--- src/rtl/fetch_unit.sv ---
// Instruction-fetch controller: drives the next PC, issues single-outstanding
// instruction-memory requests and owns the IF/ID output register.
module fetch_unit #(
  parameter int ADDR_W = 32,
  parameter int DATA_W = 32,
  parameter int PC_INC = 4
) (
  input  logic              clk,
  input  logic              reset,
  input  logic [ADDR_W-1:0] pc,
  output logic [ADDR_W-1:0] npc,
  input  logic              redirect,
  input  logic [ADDR_W-1:0] redirect_target,
  input  logic              stall,
  output logic              imem_req,
  output logic [ADDR_W-1:0] imem_addr,
  input  logic              imem_gnt,
  input  logic              imem_rvalid,
  input  logic [DATA_W-1:0] imem_rdata,
  output logic              if_valid,
  output logic [DATA_W-1:0] if_instr,
  output logic [ADDR_W-1:0] if_pc
);

  localparam logic [ADDR_W-1:0] PC_STEP    = ADDR_W'(PC_INC);
  localparam logic [ADDR_W-1:0] ALIGN_MASK = ~(ADDR_W'(3));

  typedef enum logic [1:0] {
    S_IDLE = 2'd0,
    S_REQ  = 2'd1,
    S_WAIT = 2'd2,
    S_DROP = 2'd3
  } state_t;

  state_t            state;
  state_t            state_next;
  logic [ADDR_W-1:0] pend_pc;
  logic              buf_free;
  logic              advance;
  logic              load;

  assign buf_free  = !if_valid || !stall;
  assign advance   = imem_req && imem_gnt;
  assign imem_addr = pc;

  always_ff @(posedge clk or negedge reset) begin
    if (!reset) begin
      state <= S_IDLE;
    end else begin
      state <= state_next;
    end
  end

  always_comb begin
    state_next = state;
    case (state)
      S_IDLE: state_next = S_REQ;
      S_REQ:  if (advance) state_next = S_WAIT;
      S_WAIT: begin
        if (imem_rvalid)   state_next = S_REQ;
        else if (redirect) state_next = S_DROP;
      end
      S_DROP: if (imem_rvalid) state_next = S_REQ;
      default: state_next = S_IDLE;
    endcase
  end

  // A redirect suppresses the request so the stale PC is never fetched.
  always_comb begin
    imem_req = 1'b0;
    load     = 1'b0;
    case (state)
      S_REQ:   imem_req = buf_free && !redirect;
      S_WAIT:  load     = imem_rvalid && !redirect;
      default: ;
    endcase
  end

  always_comb begin
    if (redirect) begin
      npc = redirect_target & ALIGN_MASK;
    end else if (advance) begin
      npc = pc + PC_STEP;
    end else begin
      npc = pc;
    end
  end

  always_ff @(posedge clk or negedge reset) begin
    if (!reset) begin
      pend_pc <= '0;
    end else if (advance) begin
      pend_pc <= pc;
    end
  end

  // Flush wins over everything; a load also covers a same-cycle consume.
  always_ff @(posedge clk or negedge reset) begin
    if (!reset) begin
      if_valid <= 1'b0;
      if_instr <= '0;
      if_pc    <= '0;
    end else if (redirect) begin
      if_valid <= 1'b0;
    end else if (load) begin
      if_valid <= 1'b1;
      if_instr <= imem_rdata;
      if_pc    <= pend_pc;
    end else if (if_valid && !stall) begin
      if_valid <= 1'b0;
    end
  end

endmodule

--- config.mk ---
export PLATFORM = sky130hd
export DESIGN_NAME = fetch_unit
export DESIGN_NICKNAME = d
export VERILOG_FILES = /design/src/rtl/fetch_unit.sv
export SDC_FILE = /design/constraint.sdc
export NUM_CORES = 1
export LEC_CHECK = 0
export CAP_MARGIN = 10
export CORE_ASPECT_RATIO = 1.1
export CORE_MARGIN = 3
export CORE_UTILIZATION = 46
export CTS_CLUSTER_DIAMETER = 150
export CTS_CLUSTER_SIZE = 10
export DETAILED_ROUTE_END_ITERATION = 10
export PLACE_DENSITY = 0.95
export RECOVER_POWER = 100
export SYNTH_ARGS = -nofsm -noshare
export SYNTH_HDL_FRONTEND = slang
export SYNTH_SLANG_ARGS = --single-unit
--- constraint.sdc ---
create_clock -name clk -period 5.2 [get_ports clk]
set_input_delay 1.04 -clock clk [delete_from_list [all_inputs] [get_ports clk]]
set_output_delay 1.04 -clock clk [all_outputs]
set_load 0.005 [all_outputs]
==> results.cfg <==
[logic_synthesis]
synth_edf_count = 0
synth_cell_types = 47
synth_top_area_frac = 0.473
syn-instance-count = 532
synth_seq_area_share = 0.473
synth_area_leaders = dfrtp_1 (47%), mux2_2 (14%), nand2_1 (7.8%)
avgSynthCellArea_um2 = 9.84
synth_area_leader_cell = dfrtp_1
async_flop_share = 1.00
synth_ff_type = dfrtp_1
synth-seq-cells = 99
synth_nets = 638
ys_warn_count = 0
synth_area_mm2 = 0.00523

[critical_path]
critPathRequiredTime_ns = 4.16
crit_path_end_kind = output pin
r2r-start = state[0]
r2r.worst_path.cells = 6
start_kind = input port
r2r-end = if_pc[4]
reg2reg_setup_slack_ns = 1.94
crit_arrival_ns = 3.89
worstSetupPathType = in2out
crit_fanout = 13

[power]
power_density_mw_per_mm2 = 401
netSwitchingFraction = 0.303
irDropWorstVdd_v = 0.000242
seqPwrFrac = 0.417
intPower_mw = 2.15
power_switching_uw = 937
pwr-share-comb = 0.367
p_clk_frac = 0.217
p_leak_nw = 3.50

[timing]
fmax_mhz = 203
grt_setup_unrepaired = no
worstMarginPinSlew_ns = 2.29
min_period_ns = 4.93
maxSlewViolCount = 44
relSlewSlack = -0.524
hold_violations = 0
setup_viol = 0
fin_setup_tns_ns = 0
finalCritPeriodShare = 0.947
clock_skew_ns = 0.00447

[routing]
vias_per_cell = 5.51
wl_per_cell_um = 18.7
num_vias = 4823
antenna_left = 0
drc_errors = 0
wirelength_mm = 16.4
drt_iter0_markers = 309
dr.pass1.iters = 8

[cells_and_area]
num_antenna_cells = 0
nets = 831
drive_above_1_share = 0.126
fill_cells = 809
final_cells = 876
syn_to_final_growth_pct = 47.4

[clock_network]
clockRootBuffer = clkbuf_16
clk_pin_slew_ns = 0.07
htree_levels = 3
cts_made_buffers = 9
clock-sinks = 99
clock_latency_ns = 0.34
hold_buffers = 0
cts_tree = yes
cts.repair.resized = 0
max-clock-path-buffers = 2
post-cts-setup-buffers = 0

[grt]
grt_overflow = 0
antenna_found_initial = 1
grtUsageTotal = 0.256
first_global_vias = 4879
grt_pass1_wl_mm = 25.8
grt_max_degree = 58

[flow_run]
cap_viol_max_count = 2

[floorplan]
initial_core_util = 0.475
die_area_mm2 = 0.0127
core_mm2 = 0.0110
io_pins = 232
die_h_um = 118
die_w_um = 108
row_count = 40

[placement]
dp.cells = 861
place_hpwl_mm = 12.5
gp_congestion = 0.829
portBuffers = 229

[hold_path]
min_from = pend_pc[3]
min_to = pend_pc[3]
worstHoldPathType = reg2reg
whs_path_depth = 2

[run_status]
violations = capacitance limit, slew limit
status = complete, but fails checks
final cells by class:
| cell class | instances | area, um^2 | share of cell area |
|---|---|---|---|
| clock buffer | 9 | 225 | 0.0292 |
| inverter | 8 | 30.0 | 0.00389 |
| multi-input combinational | 361 | 2350 | 0.305 |
| sequential | 99 | 2480 | 0.321 |
| timing repair buffer | 246 | 2370 | 0.307 |
| tap | 147 | 184 | 0.0238 |
| clock inverter | 6 | 73.8 | 0.00957 |
flip-flops by register name, indices dropped and copies added (netlist names):
register  flops
if_instr     32
if_pc        32
pend_pc      32
if_valid      1
state         2
metal layers:
metal | wire [um] | GRT usage
met2 | 8250 | 0.435
met1 | 6440 | 0.318
met4 | 308 | 0.0718
met3 | 1360 | 0.0691
met5 | 7 | 0
worst max-delay path by stage:
| stage | startpoint | end | slack, ns |
|---|---|---|---|
| final | pc[6] | npc[23] | 0.27 |
| after global routing | pc[10] | npc[23] | 0.10 |
| after CTS | pc[10] | npc[27] | 0.41 |
| after detailed placement | pc[10] | npc[27] | 0.43 |
| after global placement | pc[10] | npc[27] | 0.47 |
| after floorplan | redirect | npc[27] | 1.55 |
layout by cell type (no fill, tap or decap), types with 3 or more instances in the layout:
| cell | synthesis | layout |
|---|---|---|
| nand3_1 | 20 | 19 |
| nor3_1 | 5 | 5 |
| xnor2_1 | 4 | 4 |
| or3_1 | 3 | 3 |
| dfrtp_1 | 99 | 99 |
| nand2_1 | 109 | 109 |
| buf_4 | 32 | 5 |
| clkbuf_16 | 0 | 9 |
| and4_1 | 5 | 5 |
| o31ai_1 | 17 | 17 |
| o21ai_0 | 18 | 18 |
| inv_1 | 8 | 8 |
| ha_1 | 4 | 4 |
| nor4_1 | 5 | 5 |
| nor2b_1 | 11 | 11 |
| a22oi_1 | 5 | 5 |
| clkdlybuf4s50_1 | 0 | 105 |
| nor2_1 | 19 | 19 |
| dlygate4sd3_1 | 0 | 123 |
| clkbuf_1 | 26 | 11 |
| mux2_2 | 64 | 64 |
| a31oi_1 | 14 | 14 |
| and3_1 | 6 | 6 |
| or4_1 | 10 | 10 |
| nand4_1 | 17 | 17 |
Yosys cell counts (all sizes together), types with 2 or more instances:
cell type and n:
nand2 109, dfrtp 99, mux2 64, buf 38, clkbuf 26, nand3 20, nor2 19, o21ai 18
nand4 17, o31ai 17, a31oi 14, nor2b 11, or4 11, inv 8, and3 6, a22oi 5
and4 5, nor3 5, nor4 5, and2 4, ha 4, xnor2 4, or3 3, a211o 2
worst max-delay path: stages:
cell and delay [ns]:
dlygate4sd3_1 0.68, and4_1 0.41, nand3_1 0.39, or4_1 0.61
a31oi_1 0.17, dlygate4sd3_1 0.58
logic make-up (layout without fill, tap and decap cells):
| kind of cell | after synthesis | after routing | share of synthesized area |
|---|---|---|---|
| AND/OR/NAND/NOR | 220 | 220 | 0.204 |
| AO/OA/AOI/OAI | 67 | 67 | 0.0866 |
| XOR/XNOR | 5 | 5 | 0.00837 |
| multiplexers | 65 | 65 | 0.140 |
| flip-flops | 99 | 99 | 0.473 |
| adder cells (fa/ha/maj) | 4 | 4 | 0.00957 |
| buffers and inverters | 72 | 269 | 0.0780 |
metrics by stage:
stage                     hold WS, ns  area, um^2   util  total power, mW  setup slack [ns]
after CTS                       0.483        7760  0.705             3.24             0.411
after global placement          0.454        7460  0.678             2.47             0.468
after floorplan                 0.442        5230      -             1.77              1.55
after global routing            0.509        7710  0.701             3.29             0.103
after detailed placement        0.461        7460  0.678             2.55             0.428
final                           0.483        7710  0.701             3.09             0.275
power groups by stage:
stage	clock [mW]	combinational (mW)	sequential [mW]
after global placement	0	1.19	1.28
after CTS	0.684	1.25	1.30
final	0.669	1.13	1.29
after detailed placement	0	1.24	1.31
after global routing	0.722	1.24	1.32
after floorplan	0	0.486	1.28
Note: power is estimated with default switching activity, not from simulation.
